[config.mk]
export PLATFORM = sky130hd
export DESIGN_NAME = character_sequencer_flat
export DESIGN_NICKNAME = d
export VERILOG_FILES = /design/src/rtl/character_sequencer_pkg.sv /design/src/rtl/character_sequencer_if.sv /design/src/rtl/character_sequencer_edge_detect.sv /design/src/rtl/character_sequencer.sv /design/src/flat_wrapper.sv
export SDC_FILE = /design/constraint.sdc
export NUM_CORES = 1
export LEC_CHECK = 0
export CAP_MARGIN = 20
export CORE_MARGIN = 3
export CORE_UTILIZATION = 50
export DETAILED_ROUTE_END_ITERATION = 6
export DONT_BUFFER_PORTS = 1
export REMOVE_ABC_BUFFERS = 1
export SYNTH_ARGS = -nofsm -noshare
export SYNTH_HDL_FRONTEND = slang
export SYNTH_HIERARCHICAL = 1
export SYNTH_SLANG_ARGS = --single-unit
[constraint.sdc]
create_clock -name clk -period 2 [get_ports clk]
set_input_delay 0.4 -clock clk [delete_from_list [all_inputs] [get_ports clk]]
set_output_delay 0.4 -clock clk [all_outputs]
set_load 0.1 [all_outputs]
[src/rtl/character_sequencer_pkg.sv]
// rtl/character_sequencer_pkg.sv - shared states, screen constants and clamp helper
package character_pkg;

   localparam int POS_W                = 11;
   localparam int SCREEN_WIDTH_DEF     = 1024;
   localparam int SCREEN_HEIGHT_DEF    = 768;
   localparam int CHARACTER_WIDTH_DEF  = 64;
   localparam int CHARACTER_HEIGHT_DEF = 64;

   typedef enum logic [1:0] {
      S_OFF    = 2'd0,
      S_ACTIVE = 2'd1,
      S_COMMIT = 2'd2
   } state_t;

   // Unsigned saturation so the sprite's top-left never pushes it off-screen.
   function automatic logic [POS_W-1:0] clamp_pos(input logic [POS_W-1:0] value,
                                                  input logic [POS_W-1:0] limit);
      return (value > limit) ? limit : value;
   endfunction

endpackage

[src/rtl/character_sequencer_if.sv]
// rtl/character_sequencer_if.sv - position update handshake between game logic and sequencer
interface character_sequencer_if;
   import character_pkg::*;

   logic             pos_valid;
   logic [POS_W-1:0] pos_x;
   logic [POS_W-1:0] pos_y;
   logic             pos_ready;

   modport master (output pos_valid, output pos_x, output pos_y, input pos_ready);
   modport slave  (input pos_valid, input pos_x, input pos_y, output pos_ready);

endinterface

[src/rtl/character_sequencer_edge_detect.sv]
// rtl/character_sequencer_edge_detect.sv - rising-edge detector with registered history
module edge_detect (
   input  logic clk,
   input  logic rst,
   input  logic sig_i,
   output logic rise_o
);

   logic sig_q;

   always_ff @(posedge clk or negedge rst) begin
      if (!rst) begin
         sig_q <= 1'b0;
      end else begin
         sig_q <= sig_i;
      end
   end

   // Combinational output so the edge is visible in the same cycle the input rises.
   assign rise_o = sig_i & ~sig_q;

endmodule

[src/rtl/character_sequencer.sv]
// rtl/character_sequencer.sv - vblank-synchronous position commit and walk animation for one sprite
module character_sequencer
   import character_pkg::*;
#(
   parameter int CHARACTER_WIDTH  = CHARACTER_WIDTH_DEF,
   parameter int CHARACTER_HEIGHT = CHARACTER_HEIGHT_DEF,
   parameter int SCREEN_WIDTH     = SCREEN_WIDTH_DEF,
   parameter int SCREEN_HEIGHT    = SCREEN_HEIGHT_DEF,
   parameter int INIT_X           = 0,
   parameter int INIT_Y           = 0,
   parameter int ANIM_FRAMES      = 4,
   parameter int ANIM_DIV         = 8
) (
   input  logic                           clk,
   input  logic                           rst,
   input  logic                           start_game,
   input  logic                           vblnk,
   character_sequencer_if.slave           pos_if,
   output logic [POS_W-1:0]               xpos,
   output logic [POS_W-1:0]               ypos,
   output logic                           rotate,
   output logic                           en,
   output logic [$clog2(ANIM_FRAMES)-1:0] frame_sel,
   output logic                           frame_done
);

   localparam int FS_W  = $clog2(ANIM_FRAMES);
   localparam int DIV_W = (ANIM_DIV > 1) ? $clog2(ANIM_DIV) : 1;

   localparam logic [POS_W-1:0] X_MAX      = POS_W'(SCREEN_WIDTH - CHARACTER_WIDTH);
   localparam logic [POS_W-1:0] Y_MAX      = POS_W'(SCREEN_HEIGHT - CHARACTER_HEIGHT);
   localparam logic [POS_W-1:0] X_INIT     = POS_W'(INIT_X);
   localparam logic [POS_W-1:0] Y_INIT     = POS_W'(INIT_Y);
   localparam logic [FS_W-1:0]  FRAME_LAST = FS_W'(ANIM_FRAMES - 1);
   localparam logic [DIV_W-1:0] DIV_LAST   = DIV_W'(ANIM_DIV - 1);

   state_t           state_q, state_d;
   logic [POS_W-1:0] xpos_q, xpos_d;
   logic [POS_W-1:0] ypos_q, ypos_d;
   logic [POS_W-1:0] shadow_x_q, shadow_x_d;
   logic [POS_W-1:0] shadow_y_q, shadow_y_d;
   logic             pending_q, pending_d;
   logic             rotate_q, rotate_d;
   logic             en_q, en_d;
   logic             ready_q, ready_d;
   logic             done_q, done_d;
   logic [FS_W-1:0]  frame_q, frame_d;
   logic [DIV_W-1:0] div_q, div_d;
   logic             vblnk_rise;
   logic             moving;

   edge_detect u_vblnk_edge (
      .clk    (clk),
      .rst    (rst),
      .sig_i  (vblnk),
      .rise_o (vblnk_rise)
   );

   always_comb begin
      state_d    = state_q;
      xpos_d     = xpos_q;
      ypos_d     = ypos_q;
      shadow_x_d = shadow_x_q;
      shadow_y_d = shadow_y_q;
      pending_d  = pending_q;
      rotate_d   = rotate_q;
      frame_d    = frame_q;
      div_d      = div_q;
      moving     = 1'b0;

      case (state_q)
         S_OFF: begin
            pending_d = 1'b0;
            if (start_game) begin
               xpos_d   = X_INIT;
               ypos_d   = Y_INIT;
               rotate_d = 1'b0;
               frame_d  = '0;
               div_d    = '0;
               state_d  = S_ACTIVE;
            end
         end

         S_ACTIVE: begin
            if (pos_if.pos_valid && ready_q) begin
               shadow_x_d = clamp_pos(pos_if.pos_x, X_MAX);
               shadow_y_d = clamp_pos(pos_if.pos_y, Y_MAX);
               pending_d  = 1'b1;
            end
            if (vblnk_rise) begin
               state_d = S_COMMIT;
            end
         end

         S_COMMIT: begin
            if (pending_q) begin
               xpos_d    = shadow_x_q;
               ypos_d    = shadow_y_q;
               pending_d = 1'b0;
               moving    = (shadow_x_q != xpos_q) || (shadow_y_q != ypos_q);
               if (shadow_x_q < xpos_q) begin
                  rotate_d = 1'b1;
               end else if (shadow_x_q > xpos_q) begin
                  rotate_d = 1'b0;
               end
            end
            if (moving) begin
               if (div_q == DIV_LAST) begin
                  div_d   = '0;
                  frame_d = (frame_q == FRAME_LAST) ? '0 : frame_q + FS_W'(1);
               end else begin
                  div_d = div_q + DIV_W'(1);
               end
            end else begin
               div_d   = '0;
               frame_d = '0;
            end
            state_d = S_ACTIVE;
         end

         default: state_d = S_OFF;
      endcase

      // Leaving the game freezes the visible sprite and drops anything queued.
      if (!start_game) begin
         state_d   = S_OFF;
         pending_d = 1'b0;
         xpos_d    = xpos_q;
         ypos_d    = ypos_q;
         rotate_d  = rotate_q;
         frame_d   = frame_q;
         div_d     = div_q;
      end

      en_d    = (state_d != S_OFF);
      ready_d = (state_d == S_ACTIVE) && !pending_d;
      done_d  = (state_q == S_COMMIT) && start_game;
   end

   always_ff @(posedge clk or negedge rst) begin
      if (!rst) begin
         state_q    <= S_OFF;
         xpos_q     <= X_INIT;
         ypos_q     <= Y_INIT;
         shadow_x_q <= '0;
         shadow_y_q <= '0;
         pending_q  <= 1'b0;
         rotate_q   <= 1'b0;
         en_q       <= 1'b0;
         ready_q    <= 1'b0;
         done_q     <= 1'b0;
         frame_q    <= '0;
         div_q      <= '0;
      end else begin
         state_q    <= state_d;
         xpos_q     <= xpos_d;
         ypos_q     <= ypos_d;
         shadow_x_q <= shadow_x_d;
         shadow_y_q <= shadow_y_d;
         pending_q  <= pending_d;
         rotate_q   <= rotate_d;
         en_q       <= en_d;
         ready_q    <= ready_d;
         done_q     <= done_d;
         frame_q    <= frame_d;
         div_q      <= div_d;
      end
   end

   assign xpos             = xpos_q;
   assign ypos             = ypos_q;
   assign rotate           = rotate_q;
   assign en               = en_q;
   assign frame_sel        = frame_q;
   assign frame_done       = done_q;
   assign pos_if.pos_ready = ready_q;

endmodule

[src/flat_wrapper.sv]
// flat-port wrapper written by rule: the top's interface ports become plain ports
module character_sequencer_flat import character_pkg::*;
#(
   parameter int CHARACTER_WIDTH  = CHARACTER_WIDTH_DEF,
   parameter int CHARACTER_HEIGHT = CHARACTER_HEIGHT_DEF,
   parameter int SCREEN_WIDTH     = SCREEN_WIDTH_DEF,
   parameter int SCREEN_HEIGHT    = SCREEN_HEIGHT_DEF,
   parameter int INIT_X           = 0,
   parameter int INIT_Y           = 0,
   parameter int ANIM_FRAMES      = 4,
   parameter int ANIM_DIV         = 8
)
  (clk, rst, start_game, vblnk, xpos, ypos, rotate, en, frame_sel, frame_done, pos_if_pos_valid, pos_if_pos_x, pos_if_pos_y, pos_if_pos_ready);
  character_sequencer_if pos_if_i ();
  input  logic clk;
  input  logic rst;
  input  logic start_game;
  input  logic vblnk;
  output logic [POS_W-1:0] xpos;
  output logic [POS_W-1:0] ypos;
  output logic rotate;
  output logic en;
  output logic [$clog2(ANIM_FRAMES)-1:0] frame_sel;
  output logic frame_done;
  input wire logic [$bits(pos_if_i.pos_valid)-1:0] pos_if_pos_valid;
  input wire logic [$bits(pos_if_i.pos_x)-1:0] pos_if_pos_x;
  input wire logic [$bits(pos_if_i.pos_y)-1:0] pos_if_pos_y;
  output wire logic [$bits(pos_if_i.pos_ready)-1:0] pos_if_pos_ready;
  assign pos_if_i.pos_valid = pos_if_pos_valid;
  assign pos_if_i.pos_x = pos_if_pos_x;
  assign pos_if_i.pos_y = pos_if_pos_y;
  assign pos_if_pos_ready = pos_if_i.pos_ready;
  character_sequencer #(.CHARACTER_WIDTH(CHARACTER_WIDTH), .CHARACTER_HEIGHT(CHARACTER_HEIGHT), .SCREEN_WIDTH(SCREEN_WIDTH), .SCREEN_HEIGHT(SCREEN_HEIGHT), .INIT_X(INIT_X), .INIT_Y(INIT_Y), .ANIM_FRAMES(ANIM_FRAMES), .ANIM_DIV(ANIM_DIV)) u_core (.clk(clk), .rst(rst), .start_game(start_game), .vblnk(vblnk), .pos_if(pos_if_i), .xpos(xpos), .ypos(ypos), .rotate(rotate), .en(en), .frame_sel(frame_sel), .frame_done(frame_done));
endmodule
==> summary.md, run 1 <==
| Metric | Value |
|---|---|
| Starting Density | `52.1%` |
| Synth top area cells | `dfrtp_1 (53%), nand2_1 (8.1%), ha_1 (6.5%)` |
| Register area share after synthesis | `52.9%` |
| Leak Pwr | `0.00153 µW` |
| Worst slew pin tran | `0.387 ns` |
| Vias per cell | `5.47` |
| Die width | `79.4 µm` |
| Yosys reg bits | `57` |
| Total power | `2720 µW` |
| Post-synthesis simple-gate area fraction | `17.4%` |
| Setup bufs post-CTS | `0` |
| Syn avg cell area | `between 9 and 10 µm²` |
| Register Area | `around 1400 µm²` |
| Initial drt markers | `91` |
| P&R area growth vs syn | `18.8%` |
| Longest Clk Path Bufs | `2` |
| Peak VDD IR | `0.000472 V` |
| Fraction of registers with async set/reset | `100%` |
| Antenna viol nets, final | `0` |
| CTS tree | `yes` |
| Routed wire per std cell | `15.2 µm` |
| Row cnt | `26` |
| Total global routing overflow | `0` |
| Gate Count Post-Synth | `273` |
| Mapped Area | `2700 µm²` |
| Area leader, netlist | `dfrtp_1` |
| CTS buffer count | `9` |
| Crit path time final | `1.80 ns` |
| Top-area cell type share of the netlist area | `52.9%` |
| Max transition margin | `between 70% and 80%` |
| Commonest non-fill, non-tap cell in the layout | `nand2_1` |
| Hold slack | `0.105 ns` |
| Post-Synth XOR/XNOR Area | `under 10%` |
| Largest net degree at the start of global routing | `58` |
| IO buf count | `0` |
| Multi-input logic area | `approximately 1200 µm²` |
| Core ar. | `5170 µm²` |
| Io pins | `between 50 and 60` |
| Fin. max-slew vios | `0` |
| Vias | `2085` |
| GPL Wtd Cong | `0.757` |
| Number of max-cap violations | `0` |
| Critical Path Source Type | `flop` |
| Setup CP Type | `flop to flop` |
| Yosys cell types | `38` |
| Worst Hold Class | `input pin to flop` |
| Top_reg_cell synth | `dfrtp_1` |
| Skew final | `0.00588 ns` |
| WP data arrival | `roughly 2 ns` |
| Share of layout cells above drive strength 1 | `16.4%` |
| Synth warn | `6` |
| Initial antenna violation count | `0` |
| Post-Route WL | `5800 µm` |
| Vias in the first global route | `2174` |
| DRT Pass-1 Iters | `5` |
| Most frequent cells in the layout | `nand2_1 (58), dfrtp_1 (57), o21ai_0 (33)` |
| Nets | `350` |
| Final setup viols | `0` |
| CP Max Fanout | `3` |
| Adder-cell share of the synthesized area | `6.50%` |
| Max Freq | `0.554 GHz` |
| Reg clk slew, reported paths | `approximately 0.060 ns` |
| Post-synth EDFFs | `0` |
| Synth Area in Compound Gates | `between 15 and 20%` |
| GRT Overall Usage | `a little over a fifth` |
| P per Cell Area | `850 nW/µm²` |
| Fin area | `3200 µm²` |
| DRC Markers | `0` |
| Sink Count | `57` |
| Largest family of logic cells by synthesized area | `simple AND/OR/NAND/NOR gates` |
| Fillers | `about 430` |
| First-pass GRT wire length | `10300 µm` |
| Die H | `79.4 µm` |
| Period utilization | `90.2%` |
| Worst skew pair latency | `approximately 0.32 ns` |
| Critical Path RT | `2.19 ns` |
| Cell Area, Placed | `2990 µm²` |
| Mux share of post-synthesis cell area | `0%` |
| Fin. Hold Viols | `0` |
| DP HPWL | `4090 µm` |
| Critical Path Sink Type | `flop` |
| Status | `finished clean` |
| Unrepaired setup endpoints after global routing | `false` |
| H-tree levels | `3` |
| Ant diodes | `0` |
| Clock root buffer | `clkbuf_8` |
| Die Area | `6310 µm²` |
[critical path, stage by stage (launching register included)]
cell and delay (ns):
dfrtp_1 0.40, ha_1 0.32, nand4_1 0.16, nor3_2 0.26
nand4_1 0.17, a31oi_1 0.26, o22ai_1 0.11
[layout make-up]
class	instances	area share [%]
sequential	57	44.6
clock buffer	13	5.28
inverter	16	1.88
tap	70	2.74
timing repair buffer	34	9.07
multi-input combinational	191	36.5
[metrics by stage]
stage | util (%) | setup TNS, ns | cells | setup WS (ns)
2_1_floorplan | - | -3.67 | 264 | -0.334
3_3_place_gp | 57.8 | 0 | 366 | 0.131
3_5_place_dp | 57.8 | 0 | 366 | 0.106
4_1_cts | 61.8 | 0 | 381 | 0.0976
5_1_grt | 61.9 | 0 | 381 | 0.0219
6_report | 61.9 | 0 | 381 | 0.195
[worst paths after layout]
path	startpoint	end	slack, ns	cells past startpoint
max	u_core/shadow_x_q[10]	u_core/frame_sel[1]	0.20	6
min	vblnk	u_core/u_vblnk_edge/sig_q	0.10	0
max reg2reg	u_core/shadow_x_q[10]	u_core/frame_sel[1]	0.20	6
min reg2reg	u_core/div_q[2]	u_core/div_q[2]	0.49	2
max in group asynchronous	rst	u_core/shadow_x_q[1]	1.15	2
min in group asynchronous	rst	u_core/shadow_x_q[3]	0.60	2
[cells in the mapped netlist, types with 2 or more instances]
master and count:
a31oi_1 3, inv_1 16, nor4_1 4, o22ai_1 2, a22o_1 12, xor2_1 11, clkbuf_1 4, a21boi_0 3
nand3_1 3, nor3_1 2, and2_1 2, buf_2 4, nand2_1 58, ha_1 14, dfrtp_1 57, o21ai_0 33
a21oi_1 8, nand4_1 6, and2b_1 2, nor2_1 11
[flip-flops by register name, summed over array words and instances, names as in the netlist]
register and count:
u_core/xpos 11, u_core/rotate 1, u_core/pos_if.pos_ready 1, u_core/u_vblnk_edge/sig_q 1, u_core/frame_sel 2, u_core/state_q 2, u_core/shadow_x_q 11, u_core/frame_done 1
u_core/div_q 3, u_core/en 1, u_core/pending_q 1, u_core/shadow_y_q 11, u_core/ypos 11
[metal layers]
metal | global-route usage (%) | routed length, µm | vias to the layer above
met3 | 6.55 | 434 | 12
met4 | 8.59 | 89 | 0
li1 | - | - | 1012
met1 | 27.7 | 2680 | 1001
met2 | 32.9 | 2590 | 60
met5 | 0 | 0 | -
[logic make-up (layout without fill, tap and decap cells)]
family	count (synthesis)	in the layout
fa+ha+maj	14	14
compound gates	68	68
flops	57	57
simple gates	98	98
xor+xnor	11	11
buf+inv	25	63
[timing repair]
| item | in CTS | in global routing |
|---|---|---|
| endpoints found under the hold margin | 57 | 0 |
| resized for setup | 0 | 1 |
| setup endpoints to repair | 0 | 2 |
| hold buffers | 2 | 0 |
[power by group]
group	internal [µW]	switching [µW]	leakage, µW
clock network	531	405	0.0000875
registers	1240	83.3	0.000762
logic	180	277	0.000676
Note: power is estimated with default switching activity, not from simulation.
==> inputs of run 2 (changes only) <==
RECOVER_POWER = 25   (was default)
==> run 2 against run 1 <==
Net effect: via count increased by 0.24%; largest power group unchanged; global-route usage unchanged; sequential power hardly changed; cell count unchanged; clock skew grew 0.00050 ns; count of clock-buffer cells in the layout unchanged; maximum frequency barely moved.
==> summary.md, run 2 (synthesized netlist as in run 1, its figures left out) <==
| Metric | Value |
|---|---|
| Nets | `between 300 and 400` |
| H-tree levels | `3` |
| Die H | `79.4 µm` |
| Period utilization | `90.2%` |
| CP peak stage delay | `0.40 ns` |
| Critical Path RT | `between 2 and 2.5 ns` |
| DRC Markers | `0` |
| DRT Pass-1 Iters | `4` |
| Placed Instances | `366` |
| Most frequent cells in the layout | `nand2_1 (58), dfrtp_1 (57), o21ai_0 (33)` |
| CTS buffer count | `9` |
| Setup CP Type | `flop to flop` |
| Crit-path cells | `ha_1 -> nand4_1 -> nor3_2 -> nand4_1 -> a31oi_1 -> o22ai_1` |
| Initial antenna violation count | `0` |
| Clock root buffer | `clkbuf_8` |
| Post-Route Utilization | `61.4%` |
| Fin. Hold Viols | `0` |
| Skew final | `0.00638 ns` |
| Hold slack | `0.104 ns` |
| P per Cell Area | `about 850 nW/µm²` |
| Bufs and invs on worst path | `0` |
| Max Freq | `0.554 GHz` |
| Post-Route WL | `5800 µm` |
| Starting Density | `52.1%` |
| Die Area | `6310 µm²` |
| Commonest non-fill, non-tap cell in the layout | `nand2_1` |
| WP data arrival | `2.00 ns` |
| Slowest cell on the critical path | `dfrtp_1` |
| Status | `finished clean` |
| DP HPWL | `4090 µm` |
| Worst Min Path Start | `vblnk` |
| Peak VDD IR | `between 0.0004 and 0.0005 V` |
| Reg2reg start | `u_core/shadow_x_q[10]` |
| Most frequent CP cell | `nand4_1` |
| Initial drt markers | `91` |
| Vias per cell | `~5.5` |
| Setup TNS | `0 ns` |
| Critical Path Source Type | `flop` |
| Fin area | `3180 µm²` |
| Core ar. | `5170 µm²` |
| Setup bufs post-CTS | `0` |
| P&R area growth vs syn | `17.9%` |
| Die width | `79.4 µm` |
| CP Max Fanout | `3` |
| Row cnt | `26` |
| CP startpoint | `u_core/shadow_x_q[10]` |
| Antenna viol nets, final | `0` |
| First-pass GRT wire length | `slightly above 10000 µm` |
| CP top delay family | `simple AND/OR/NAND/NOR gates` |
| Crit path time final | `1.80 ns` |
| Routed wire per std cell | `15.2 µm` |
| GPL Wtd Cong | `approximately 0.76` |
| Longest Clk Path Bufs | `2` |
| Leak Pwr | `0.00152 µW` |
| Final cell count without fillers | `~380` |
| Share of layout cells above drive strength 1 | `between 10% and 20%` |
| Cell Area, Placed | `2990 µm²` |
| Number of max-cap violations | `0` |
| Fin. max-slew vios | `0` |
| Worst slew pin tran | `1.26 ns` |
| IO buf count | `0` |
| Io pins | `55` |
| Largest net degree at the start of global routing | `slightly below 60` |
| Vias | `between 2000 and 2500` |
| Total global routing overflow | `0` |
| GRT Overall Usage | `21.2%` |
| CTS tree | `yes` |
| Final setup viols | `0` |
| Vias in the first global route | `2174` |
| Max transition margin | `16.2%` |
| Worst Hold Class | `input pin to flop` |
| Reg clk slew, reported paths | `0.06 ns` |
| Unrepaired setup endpoints after global routing | `false` |
| Ant diodes | `0` |
| Critical Path Sink Type | `flop` |
| Worst skew pair latency | `0.32 ns` |
| Sink Count | `57` |
==> run 2: report_power, final <==
group	internal [µW]	total [µW]	switching, µW
registers	1240	1330	83.4
clock network	531	936	405
logic	175	452	277
total	1950	2720	765
==> run 2: metrics by stage <==
| step | total power, µW | worst slack (ns) |
|---|---|---|
| after CTS | 2750 | 0.0976 |
| after detailed placement | 1770 | 0.106 |
| after floorplan | 1650 | -0.334 |
| final | 2720 | 0.195 |
| after global routing | 2870 | 0.0219 |
| after global placement | 1770 | 0.131 |
==> run 2: final timing paths <==
kind,end,slack (ns),depth (start not counted)
worst max register to register,u_core/frame_sel[1],0.20,6
max in group asynchronous,u_core/xpos[10],0.32,2
worst max-delay path,u_core/frame_sel[1],0.20,6
min in group asynchronous,u_core/shadow_x_q[2],0.91,2
worst min-delay path,u_core/u_vblnk_edge/sig_q,0.10,0
worst min register to register,u_core/div_q[2],0.49,2
==> run 2: what timing repair did <==
action,CTS,global route
hold buffers,2,0
hold endpoints to repair,57,0
resized for setup,0,1
endpoints found under the setup margin,0,2
==> run 2: metal layers <==
| layer | part of all wire (%) | up-vias | wire length (µm) | global-route usage [%] |
|---|---|---|---|---|
| met1 | 46 | 1005 | 2660 | 27.7 |
| met5 | 0 | - | 0 | 0 |
| met4 | 1.4 | 0 | 82 | 8.59 |
| met3 | 7.6 | 11 | 440 | 6.55 |
| met2 | 45 | 60 | 2610 | 32.9 |
| li1 | - | 1014 | - | - |
==> run 2: final cells by class <==
type	instances	area [µm²]
clock buffer	13	169
fill	429	1990
inverter	16	60.1
multi-input combinational	191	1170
sequential	57	1430
tap	70	87.6
timing repair buffer	34	268
